### src/rtl/prbs_checker_sat_counter.sv
// Saturating up-counter with a synchronous clear that wins over increment.
module sat_counter #(
  parameter int unsigned W = 32
) (
  input  logic         clk,
  input  logic         rst,
  input  logic         inc,
  input  logic         clear,
  output logic [W-1:0] count
);

  always_ff @(posedge clk or posedge rst) begin
    if (rst) begin
      count <= '0;
    end else if (clear) begin
      count <= '0;
    end else if (inc && (count != '1)) begin
      count <= count + W'(1);
    end
  end

endmodule

### config.mk
export PLATFORM = sky130hd
export DESIGN_NAME = sat_counter
export DESIGN_NICKNAME = d
export VERILOG_FILES = /design/src/rtl/prbs_checker_sat_counter.sv
export SDC_FILE = /design/constraint.sdc
export NUM_CORES = 1
export LEC_CHECK = 0
export ABC_AREA = 0
export CORE_MARGIN = 1.5
export CORE_UTILIZATION = 51
export DETAILED_ROUTE_END_ITERATION = 8
export PLACE_DENSITY = 0.77
export SYNTH_ARGS = -nofsm -noshare
export SYNTH_HDL_FRONTEND = slang
export SYNTH_SLANG_ARGS = --single-unit
export TNS_END_PERCENT = 30
### constraint.sdc
create_clock -name clk -period 2.7 [get_ports clk]
set_input_delay 0.54 -clock clk [delete_from_list [all_inputs] [get_ports clk]]
set_output_delay 0.54 -clock clk [all_outputs]
set_load 0.02 [all_outputs]
# Word-level counts from Yosys, hierarchy flattened
# Index checks and enable logic that the tools add are counted.
[op_classes]
n_addsub = 1
eq_ne = 1
muxes = 2
n_reduce_logical = 2
[ops]
columns = ["operator", "n"]
rows = [
  ["32-bit two-way mux", 2],
  ["32-bit by 1-bit adder with 32-bit output, second input constant", 1],
  ["32-bit inequality test, second input constant", 1],
  ["2-bit nonzero test", 1],
  ["1-bit logical AND", 1],
]
[totals]
ff_bits = 32
in_bits = 4
out_inout_bits = 32
elab_cells = 7

# Logic depth before layout (Yosys ltp)
[depth]
word_depth = 4
depth_mapped = 7
depth_no_buf = 6

# Worst setup path before layout
# No wires, ideal clock.
[synth_timing]
path_kind = "flip-flop to flip-flop"
from = "register count[0]"
to = "register count[20]"
setup_ns = 0.078
arrival_ns = 2.263
required_ns = 2.622
setup_slack_ns = 0.359
stages_incl_launch_ff = 8
n_path_buf = 1
period_less_slack_ns = 2.341
cell_sequence = "dfrtp_1 ha_1 nand2_1 or4_4 or3_4 buf_6 or4_1 a21oi_1"
[synth_between]
elab_chain_len = 3
word_cells_on_any_way = 6
cone_classes = "add/sub: 1; eq/ne: 1; mux: 2; reduce/logical: 2"
[synth_rtl]
columns = ["element", "line", "source"]
rows = [
  ["start: declaration", "9", "output logic [W-1:0] count"],
  ["start signal: assignment", "18", "count <= count + W'(1);"],
  ["32-bit by 1-bit adder with 32-bit output / 32-bit inequality test (equally long branches)", "18, 17", ""],
  ["32-bit two-way mux / 1-bit logical AND (equally long branches)", "17", "end else if (inc && (count != '1)) begin"],
  ["32-bit two-way mux / 2-bit nonzero test (equally long branches)", "n/a", ""],
]
# Parallel ways exist; a longest one is shown, timed or not. The select of a mux whose other input is x is not followed.
# A chain may end at the register's enable or synchronous reset.

# Worst setup path in the final report
[layout_timing]
from = "register count[0]"
to = "register count[26]"
# The elaborated chain is that of the path after synthesis.

==> metrics.yaml <==
cts_setup_buffers: 0
row_count: 21
path_max_fanout: 14
drv_cap: 0
post_cts_resized: 0
power_density_nw_per_um2: 401
hold_slack_ns: 0.574
gp_congestion: 0.870
postSynthAreaPerCell_sq_um: 9.36
io_pins: 36
grt_pass1_wl_um: 6690
synth_cells: 186
tightest_slew_ns: 0.793
grt_pass1_vias: 1488
report.final.slew_viol_count: 0
peakVddDrop_v: 0.000302
synthFlopType: "dfrtp_1"
antenna_found_initial: 0
wl_per_cell_um: 15.2
fin_crit_ns: 2.40
ys_types: 33
port_buffers: 35
ant_nets: 0
critPathMaxStageDelay_ns: 0.50
ys_ff_latch: 32
die_w_um: 61.4
cp.required_ns: 2.96
wirelength_um: 4180
clock_latency_ns: 0.34
synthToLayoutAreaGrowth_pct: 28.6
synth_most_common_cell: "dfrtp_1"
nNetsFinal: 233
syn-num-nets: 191
hold_violations: 0
arrival_ns: 2.66
cts-root-buf: "clkbuf_4"
critPathLaunchType: "register"
synth-async-reset-ratio: 1.00
final_util: 0.676
cp_slowest_cell: "or4_1"
hold_buffers: 0
cts_buffer_depth: 2
reg2reg_depth: 6
min_period_over_period: 0.889
yosys_warnings: 0
ys_top_cells_by_area: "dfrtp_1 (46%), a21oi_1 (7.8%), o31ai_1 (6.5%)"
drt_pass1_iterations: 4
registers.top_by_ff_count: "count"
p_int_uw: 693
die-area_sq_um: 3770
num_vias: 1692
clock_sinks: 32
fillers: 291
drt_iter0_drc: 158
synth_top_area_frac: 0.460
p_sw_uw: 204
overflow: 0
numCtsBuffers: 5
timing.setup.tns_ns: 0
dp_hpwl_um: 2840
status: "completed"
synth_area_leader_cell: "dfrtp_1"
htreeDepth: 2
combPwrFrac: 0.050
core_area_sq_um: 3310
via_per_inst: 6.15
worstSetupPathType: "reg -> reg"
synth_commonest_cells: "dfrtp_1 (32), a21oi_1 (27), o31ai_1 (15)"
hold_path_class: "in -> async"
p_leak_uw: 0.000824
swShare: 0.227
rsz0062_at_grt: "false"
cp-end-kind: "register"
p_clk_frac: 0.408
ys_seq_area_frac: 0.460
cts_tree: "done"
setup-violations-final: 0
reg_top3: "count x32"
grt.total_usage: 0.241
finalClockSkew_ns: 0.0146
p_seq_frac: 0.542
synth_edf_count: 0
initial_core_util: 0.526
drcViolationCount: 0
reg2reg_slack_ns: 0.30
drive_gt1_frac: 0.0786
grt_max_degree: 33
cp_cell_sequence: "ha_1 > nand2_1 > or4_4 > or3_4 > or4_1 > a21oi_1"
fmax_mhz: 416
die_h_um: 61.4
rr_startpoint: "count[0]"
netlist_area_sq_um: 1740
r2r-end: "count[26]"
largest_reg_flops: 32
slew_headroom: 0.467
antenna_cells: 0
clk_pin_slew_ns: 0.11
## cell usage in the layout, fill, tap and decap left out, types with 3 or more instances in the layout
cell type	count
clkdlybuf4s50_1	35
dfrtp_1	32
a21oi_1	27
o31ai_1	15
or4_1	14
o21ai_0	12
or3_1	12
nand2_1	11
nand3_1	10
inv_1	8
nand4_1	6
nor2_1	6
buf_4	6
clkbuf_4	5
and4_1	4
and3_1	3
nor4_1	3
## stage by stage
stage               cells  cell area, sq um  power (uW)  setup slack, ns
global route          275              2240         934            0.160
floorplan             186              1740         520            0.359
CTS                   275              2240         906            0.281
detailed placement    267              2160         541            0.163
finish                275              2240         897            0.299
global placement      267              2160         540            0.235
## routing by layer
layer | part of all wire | up-vias | global-route usage | routed length, um
li1 | - | 814 | - | -
met1 | 0.45 | 831 | 0.301 | 1870
met2 | 0.50 | 42 | 0.401 | 2100
met3 | 0.038 | 5 | 0.0651 | 159
met4 | 0.013 | 0 | 0.0912 | 54
met5 | 0 | - | 0 | 0
## worst max-delay path by stage
stage | slack (ns) | end | from
detailed placement | 0.16 | count[27] | inc
finish | 0.30 | count[26] | count[0]
global placement | 0.24 | count[27] | inc
global route | 0.16 | count[26] | count[0]
CTS | 0.28 | count[26] | count[0]
floorplan | 0.36 | count[20] | count[0]
## worst max-delay path, delay by kind of cell, from the launching register on
kind,cells,cell delay [ns]
AOI/OAI and AO/OA,1,0.17
and+or+nand+nor,4,1.51
DFF,1,0.43
adders and majority gates,1,0.21
## logic make-up after synthesis
| logic type | Yosys count | share of synthesized area |
|---|---|---|
| simple gates | 74 | 0.259 |
| compound gates | 61 | 0.218 |
| flops | 32 | 0.460 |
| buf+inv | 14 | 0.0352 |
| xor+xnor | 3 | 0.0151 |
| mux | 1 | 0.00575 |
| fa+ha+maj | 1 | 0.00719 |
## power groups by stage
stage / Combinational, uW / Sequential, uW / Clock, uW
after floorplan: 21.3 / 498 / 0
after global placement: 44.7 / 495 / 0
after detailed placement: 46.0 / 495 / 0
after CTS: 46.2 / 486 / 374
after global routing: 50.8 / 487 / 396
final: 44.8 / 486 / 366
## layout make-up
type	instances	area (sq um)	share of cell area
clock buffers	6	41.3	0.0184
well taps	46	57.6	0.0257
clock inverters	2	35.0	0.0157
repair buffers	41	395	0.177
flip-flops and latches	32	801	0.358
multi-input cells	140	878	0.392
inverters	8	30.0	0.0134
(Power assumes the default switching activity.)
